===== config.mk =====
export PLATFORM = sky130hd
export DESIGN_NAME = exception_unit
export DESIGN_NICKNAME = d
export VERILOG_FILES = /design/src/rtl/exc_pkg.sv /design/src/rtl/exc_sysregs.sv /design/src/rtl/exception_unit.sv
export SDC_FILE = /design/constraint.sdc
export NUM_CORES = 1
export LEC_CHECK = 0
export ABC_AREA = 1
export BUFFER_PORTS_ARGS = -buffer_cell sky130_fd_sc_hd__buf_2
export CORE_MARGIN = 4
export CORE_UTILIZATION = 43
export CTS_BUF_LIST = sky130_fd_sc_hd__clkbuf_16
export CTS_CLUSTER_SIZE = 25
export DETAILED_ROUTE_END_ITERATION = 7
export MAX_ROUTING_LAYER = met4
export PLACE_DENSITY = 0.84
export SYNTH_ARGS = -nofsm -noshare
export SYNTH_HDL_FRONTEND = slang
export SYNTH_SLANG_ARGS = --single-unit

===== constraint.sdc =====
create_clock -name clk -period 2.7 [get_ports clk]
set_input_delay 0.135 -clock clk [delete_from_list [all_inputs] [get_ports clk]]
set_output_delay 0.135 -clock clk [all_outputs]
set_load 0.05 [all_outputs]

===== src/rtl/exc_pkg.sv =====
// Shared types and encodings for the exception unit and its system registers.
package exc_pkg;

  // Sequencing states of the exception unit
  typedef enum logic [2:0] {
    ST_RUN       = 3'd0,
    ST_TAKE      = 3'd1,
    ST_FLUSH_IN  = 3'd2,
    ST_HANDLER   = 3'd3,
    ST_FLUSH_OUT = 3'd4
  } exc_state_e;

  // ESR cause codes; DOUBLE is a flag bit OR-ed onto the existing cause
  localparam logic [3:0]  ESR_NONE       = 4'b0000;
  localparam logic [3:0]  ESR_BADOP      = 4'b0001;
  localparam logic [3:0]  ESR_IRQ        = 4'b0010;
  localparam int unsigned ESR_DOUBLE_BIT = 3;

  // MRS read selects
  typedef enum logic [1:0] {
    SEL_ELR  = 2'b00,
    SEL_ESR  = 2'b01,
    SEL_ERR  = 2'b10,
    SEL_ZERO = 2'b11
  } sysreg_sel_e;

  // Mark an existing syndrome as a double fault, keeping the original cause
  function automatic logic [3:0] esr_double(input logic [3:0] esr);
    logic [3:0] v;
    v                 = esr;
    v[ESR_DOUBLE_BIT] = 1'b1;
    return v;
  endfunction

endpackage


===== src/rtl/exc_sysregs.sv =====
// Exception system registers (ELR, ESR, sticky ERR) with load enables and
// a zero-latency read mux for MRS.
module exc_sysregs
  import exc_pkg::*;
(
  input  logic        clk,
  input  logic        rst,
  input  logic        i_elr_we,
  input  logic [63:0] i_elr_d,
  input  logic        i_esr_we,
  input  logic [3:0]  i_esr_d,
  input  logic        i_err_set,
  input  logic [1:0]  i_sel,
  output logic [63:0] o_elr,
  output logic [3:0]  o_esr,
  output logic        o_err,
  output logic [63:0] o_rdata
);

  logic [63:0] r_elr;
  logic [3:0]  r_esr;
  logic        r_err;

  // Register file update; ERR only ever sets and is cleared solely by reset
  always_ff @(posedge clk or posedge rst) begin
    if (rst) begin
      r_elr <= '0;
      r_esr <= '0;
      r_err <= 1'b0;
    end else begin
      if (i_elr_we)  r_elr <= i_elr_d;
      if (i_esr_we)  r_esr <= i_esr_d;
      if (i_err_set) r_err <= 1'b1;
    end
  end

  // Zero-extended combinational read select
  always_comb begin
    o_rdata = '0;
    unique case (sysreg_sel_e'(i_sel))
      SEL_ELR:  o_rdata = r_elr;
      SEL_ESR:  o_rdata = {60'd0, r_esr};
      SEL_ERR:  o_rdata = {63'd0, r_err};
      SEL_ZERO: o_rdata = '0;
      default:  o_rdata = '0;
    endcase
  end

  assign o_elr = r_elr;
  assign o_esr = r_esr;
  assign o_err = r_err;

endmodule


===== src/rtl/exception_unit.sv =====
// Exception unit: detects bad opcodes and external interrupts, redirects to
// the handler vector, masks new events while the pipeline flushes, and
// handles exception return and double faults.
module exception_unit
  import exc_pkg::*;
#(
  parameter logic [63:0] EXC_VECTOR   = 64'h0000_0000_0000_00D8,
  parameter int unsigned FLUSH_CYCLES = 3
) (
  input  logic        clk,
  input  logic        reset,
  input  logic        NotAnInstr,
  input  logic        ERet,
  input  logic        ExtIAsserted,
  input  logic [63:0] PC,
  input  logic [1:0]  SysRegSel,
  output logic        Exc,
  output logic [63:0] ExcVector,
  output logic [63:0] ERetTarget,
  output logic        ExcAck,
  output logic        InException,
  output logic [63:0] SysRegData
);

  localparam logic [3:0] FC = 4'(FLUSH_CYCLES);

  exc_state_e  r_state;
  logic [3:0]  r_cnt;
  logic        r_exc;
  logic        r_ack;
  logic        r_inexc;

  logic        w_take_bad;
  logic        w_take_irq;
  logic        w_double;
  logic        w_elr_we;
  logic        w_esr_we;
  logic [3:0]  w_esr_d;
  logic [63:0] w_elr;
  logic [3:0]  w_esr;
  logic        w_err;

  // Event detection; IRQ is only seen in RUN and loses to a bad opcode
  always_comb begin
    w_take_bad = (r_state == ST_RUN) && NotAnInstr;
    w_take_irq = (r_state == ST_RUN) && !NotAnInstr && ExtIAsserted;
    w_double   = (r_state == ST_HANDLER) && NotAnInstr;
    w_elr_we   = w_take_bad || w_take_irq;
    w_esr_we   = w_take_bad || w_take_irq || w_double;
    if (w_take_bad)      w_esr_d = ESR_BADOP;
    else if (w_take_irq) w_esr_d = ESR_IRQ;
    else                 w_esr_d = esr_double(w_esr);
  end

  exc_sysregs u_sysregs (
    .clk       (clk),
    .rst       (reset),
    .i_elr_we  (w_elr_we),
    .i_elr_d   (PC),
    .i_esr_we  (w_esr_we),
    .i_esr_d   (w_esr_d),
    .i_err_set (w_double),
    .i_sel     (SysRegSel),
    .o_elr     (w_elr),
    .o_esr     (w_esr),
    .o_err     (w_err),
    .o_rdata   (SysRegData)
  );

  // Sequencer with registered Exc/ExcAck/InException set on the entering edge
  always_ff @(posedge clk or posedge reset) begin
    if (reset) begin
      r_state <= ST_RUN;
      r_cnt   <= '0;
      r_exc   <= 1'b0;
      r_ack   <= 1'b0;
      r_inexc <= 1'b0;
    end else begin
      r_exc <= 1'b0;
      r_ack <= 1'b0;
      unique case (r_state)
        ST_RUN: begin
          if (w_take_bad || w_take_irq) begin
            r_state <= ST_TAKE;
            r_exc   <= 1'b1;
            r_ack   <= w_take_irq;
            r_inexc <= 1'b1;
          end
        end
        ST_TAKE: begin
          r_state <= ST_FLUSH_IN;
          r_cnt   <= FC;
        end
        ST_FLUSH_IN: begin
          if (r_cnt <= 4'd1) begin
            r_state <= ST_HANDLER;
            r_cnt   <= '0;
          end else begin
            r_cnt <= r_cnt - 4'd1;
          end
        end
        ST_HANDLER: begin
          if (w_double) begin
            r_state <= ST_TAKE;
            r_exc   <= 1'b1;
          end else if (ERet) begin
            r_state <= ST_FLUSH_OUT;
            r_cnt   <= FC;
            r_inexc <= 1'b0;
          end
        end
        ST_FLUSH_OUT: begin
          if (r_cnt <= 4'd1) begin
            r_state <= ST_RUN;
            r_cnt   <= '0;
          end else begin
            r_cnt <= r_cnt - 4'd1;
          end
        end
        default: begin
          r_state <= ST_RUN;
          r_cnt   <= '0;
          r_inexc <= 1'b0;
        end
      endcase
    end
  end

  assign Exc         = r_exc;
  assign ExcAck      = r_ack;
  assign InException = r_inexc;
  assign ExcVector   = EXC_VECTOR;
  assign ERetTarget  = w_elr;

  logic w_unused;
  assign w_unused = w_err;

endmodule


==> metrics.yaml <==
power_and_ir_drop:
  clkPwrFrac_pct: 15.9
  power_frac_comb_pct: 58.8
  seq_power_share_pct: 25.3
  power_density_mw_per_mm2: 1520
  p_switching_w: 0.00447
  power_leakage_nw: 3.10
  vdd_drop_max_mv: 0.904
  finalPower_w: 0.00796
  internal-power_w: 0.00348
  swShare_pct: 56.2
place:
  finalWeightedCongestion: 0.846
  dpl.hpwl_mm: 7.59
  portBuffers: 201
sta:
  setup_viol: 0
  tns_ns: 0
  holdWs_ns: 0.0105
  tightest_slew_ns: 1.10
  maxSlewHeadroom_pct: 26.3
  rsz0062_at_grt: "false"
  hold_viol_final: 0
  period_share_pct: 76.4
  drv_slew: 0
  fin_crit_ns: 2.06
  clock_skew_ns: 0.00699
  fmax_ghz: 0.485
yosys:
  ys_warn_count: 0
  synth_seq_cells: 78
  yosysUniqueCellTypes: 29
  synth.cell_area_sq_mm: 0.00408
  async_reset_ff_share_pct: 100
  yosysSeqAreaShare_pct: 47.8
  synth_edf_count: 0
  synthCells: 509
  avgSynthCellArea_sq_um: 8.02
  synthFlopType: "dfrtp_1"
cts:
  htreeDepth: 3
  clockBufferDepth: 2
  clk_pin_slew_worst_paths_ns: 0.06
  clock_latency_ns: 0.32
  postCtsResizedCells: 0
  cts_root_buf: "clkbuf_16"
  clock_sinks: 78
  ctsHoldBuffers: 1
  cts_tree: "yes"
  cts-buffers-inserted: 9
  post_cts_buffers: 0
layout:
  final_util_pct: 56.7
  nets: 776
  drive_above_1_share_pct: 33.6
  area_delta_synth_final_pct: 28.3
  antenna_cells: 0
run_status:
  status: "completed"
job:
  max_cap_violations: 0
grt:
  grt_pass1_vias: 3302
  grtUsageTotal_pct: 18.1
  met2_usage_pct: 29.8
  met3_usage_pct: 4.53
  grtUsageMet1_pct: 22.0
  antenna_found_initial: 0
  grt_pass1_wl_mm: 15.9
  busiest_layer: "met2"
  grt_overflow_total: 0
  grt_max_degree: 75
worst_hold_path:
  min_path_type: "in2reg"
setup_path:
  worst_ep_arrival_time_ns: 2.25
  critPathBufInv: 3
  startpoint_type: "register"
  end_kind: "register"
  path_delay_family: "buffers and inverters"
  path_class: "reg2reg"
  required_ns: 2.88
  max_stage_delay_ns: 0.52
  crit_path_top_delay_cell: "clkinv_2"
  worstPathMaxFanout: 74
  cp_cell_sequence: "nor2_4, nand2_4, inv_2, o21ai_4, clkinv_2, buf_12, nand2_1, o21ai_0"
die:
  die_y_microns: 105
  initial_core_util_pct: 44.2
  die_w_microns: 105
  die_area_sq_mm: 0.0111
  core_area_sq_mm: 0.00924
  ios: 266
  num_rows: 35
routing:
  vias: 3591
  ant_nets: 0
  initialDrtViolationCount: 215
  first_pass_iters: 4
  viasPerCell: 4.29
  wl_mm: 9.98
  wl_per_cell_microns: 11.9
  route.detailed.drc: 0
-- cells in the mapped netlist, types with 2 or more instances --
master / n / area [sq um]
buf_2: 5 / 25.0
buf_4: 64 / 480
buf_8: 2 / 30.0
clkbuf_1: 10 / 37.5
conb_1: 2 / 7.51
dfrtp_1: 78 / 1950
ha_1: 2 / 25.0
inv_1: 80 / 300
inv_2: 4 / 15.0
nand2_1: 95 / 357
nand2_2: 3 / 18.8
nand3_1: 9 / 45.0
nand4_1: 6 / 37.5
nor2_1: 65 / 244
o21ai_0: 51 / 255
o21ai_1: 12 / 60.1
o21ai_2: 8 / 70.1
o22ai_1: 2 / 12.5
-- power groups by stage --
stage	combinational [W]	clock, W	sequential (W)
after CTS	0.00472	0.00129	0.00202
after global placement	0.00464	0	0.00201
after floorplan	0.00213	0	0.00372
after detailed placement	0.00471	0	0.00202
final	0.00468	0.00126	0.00201
after global routing	0.00502	0.00134	0.00210
-- sequential cells by signal, indices dropped and copies added (netlist names) --
name,count
u_sysregs.o_elr,64
r_cnt,4
r_state,3
u_sysregs.o_esr,3
Exc,1
ExcAck,1
InException,1
u_sysregs.o_err,1
-- cells in the final DEF, fill, tap and decap left out, drive strengths merged --
cell	instances
conb	64
buf	204
o21ai	72
nand3	9
bufinv	2
inv	84
dlygate4sd3	1
or2	1
clkinv	3
xor2	1
ha	2
nor3	1
nand2	99
nor2	66
clkinvlp	2
dfrtp	78
o311ai	1
o21bai	1
o22ai	2
clkbuf	9
nand4	6
-- routing by layer --
layer	vias to the layer above	share of wire, %
met3	15	8.5
li1	1799	-
met4	0	1.5
met2	150	49
met5	-	0
met1	1627	41
-- kinds of logic (layout without fill, tap and decap cells) --
family / count (synthesis) / count (layout) / synth area share (%)
AO/OA/AOI/OAI: 76 / 76 / 10.5
XOR/XNOR: 1 / 1 / 0.214
adder cells (fa/ha/maj): 2 / 2 / 0.613
buffers and inverters: 168 / 305 / 22.6
flip-flops: 78 / 78 / 47.8
other: 2 / 64 / 0.184
AND/OR/NAND/NOR: 182 / 182 / 18.0
-- final timing paths --
kind	cells after the start	endpoint	slack (ns)	startpoint
min in group asynchronous	3	u_sysregs.o_elr[3]	0.49	reset
setup / recovery	8	u_sysregs.o_elr[43]	0.64	r_state[1]
max in group asynchronous	4	u_sysregs.o_elr[21]	1.48	reset
hold reg to reg	2	u_sysregs.o_err	0.45	u_sysregs.o_err
hold / removal	3	u_sysregs.o_elr[0]	0.01	PC[0]
setup reg to reg	8	u_sysregs.o_elr[43]	0.64	r_state[1]
-- through the flow --
stage | worst slack [ns] | instances | instance area (sq um)
after CTS | 0.628 | 837 | 5240
after detailed placement | 0.644 | 820 | 4910
final | 0.637 | 837 | 5240
after global placement | 0.711 | 820 | 4910
after floorplan | 0.371 | 571 | 4320
after global routing | 0.436 | 837 | 5240
-- worst reg2reg max path, delay by kind of cell, from the launching register on --
family / cells / cell delay (ns)
flops: 1 / 0.48
simple gates: 3 / 0.30
buf+inv: 3 / 0.99
compound gates: 2 / 0.17
-- cell type report --
class	count	area, sq um
Multi-Input combinational cell	325	1440
Timing Repair Buffer	205	1050
Fill cell	885	4000
Clock buffer	9	225
Clock inverter	7	91.3
Sequential cell	78	1950
Inverter	84	318
Tap cell	129	161
Power figures use the tool's default switching activity.
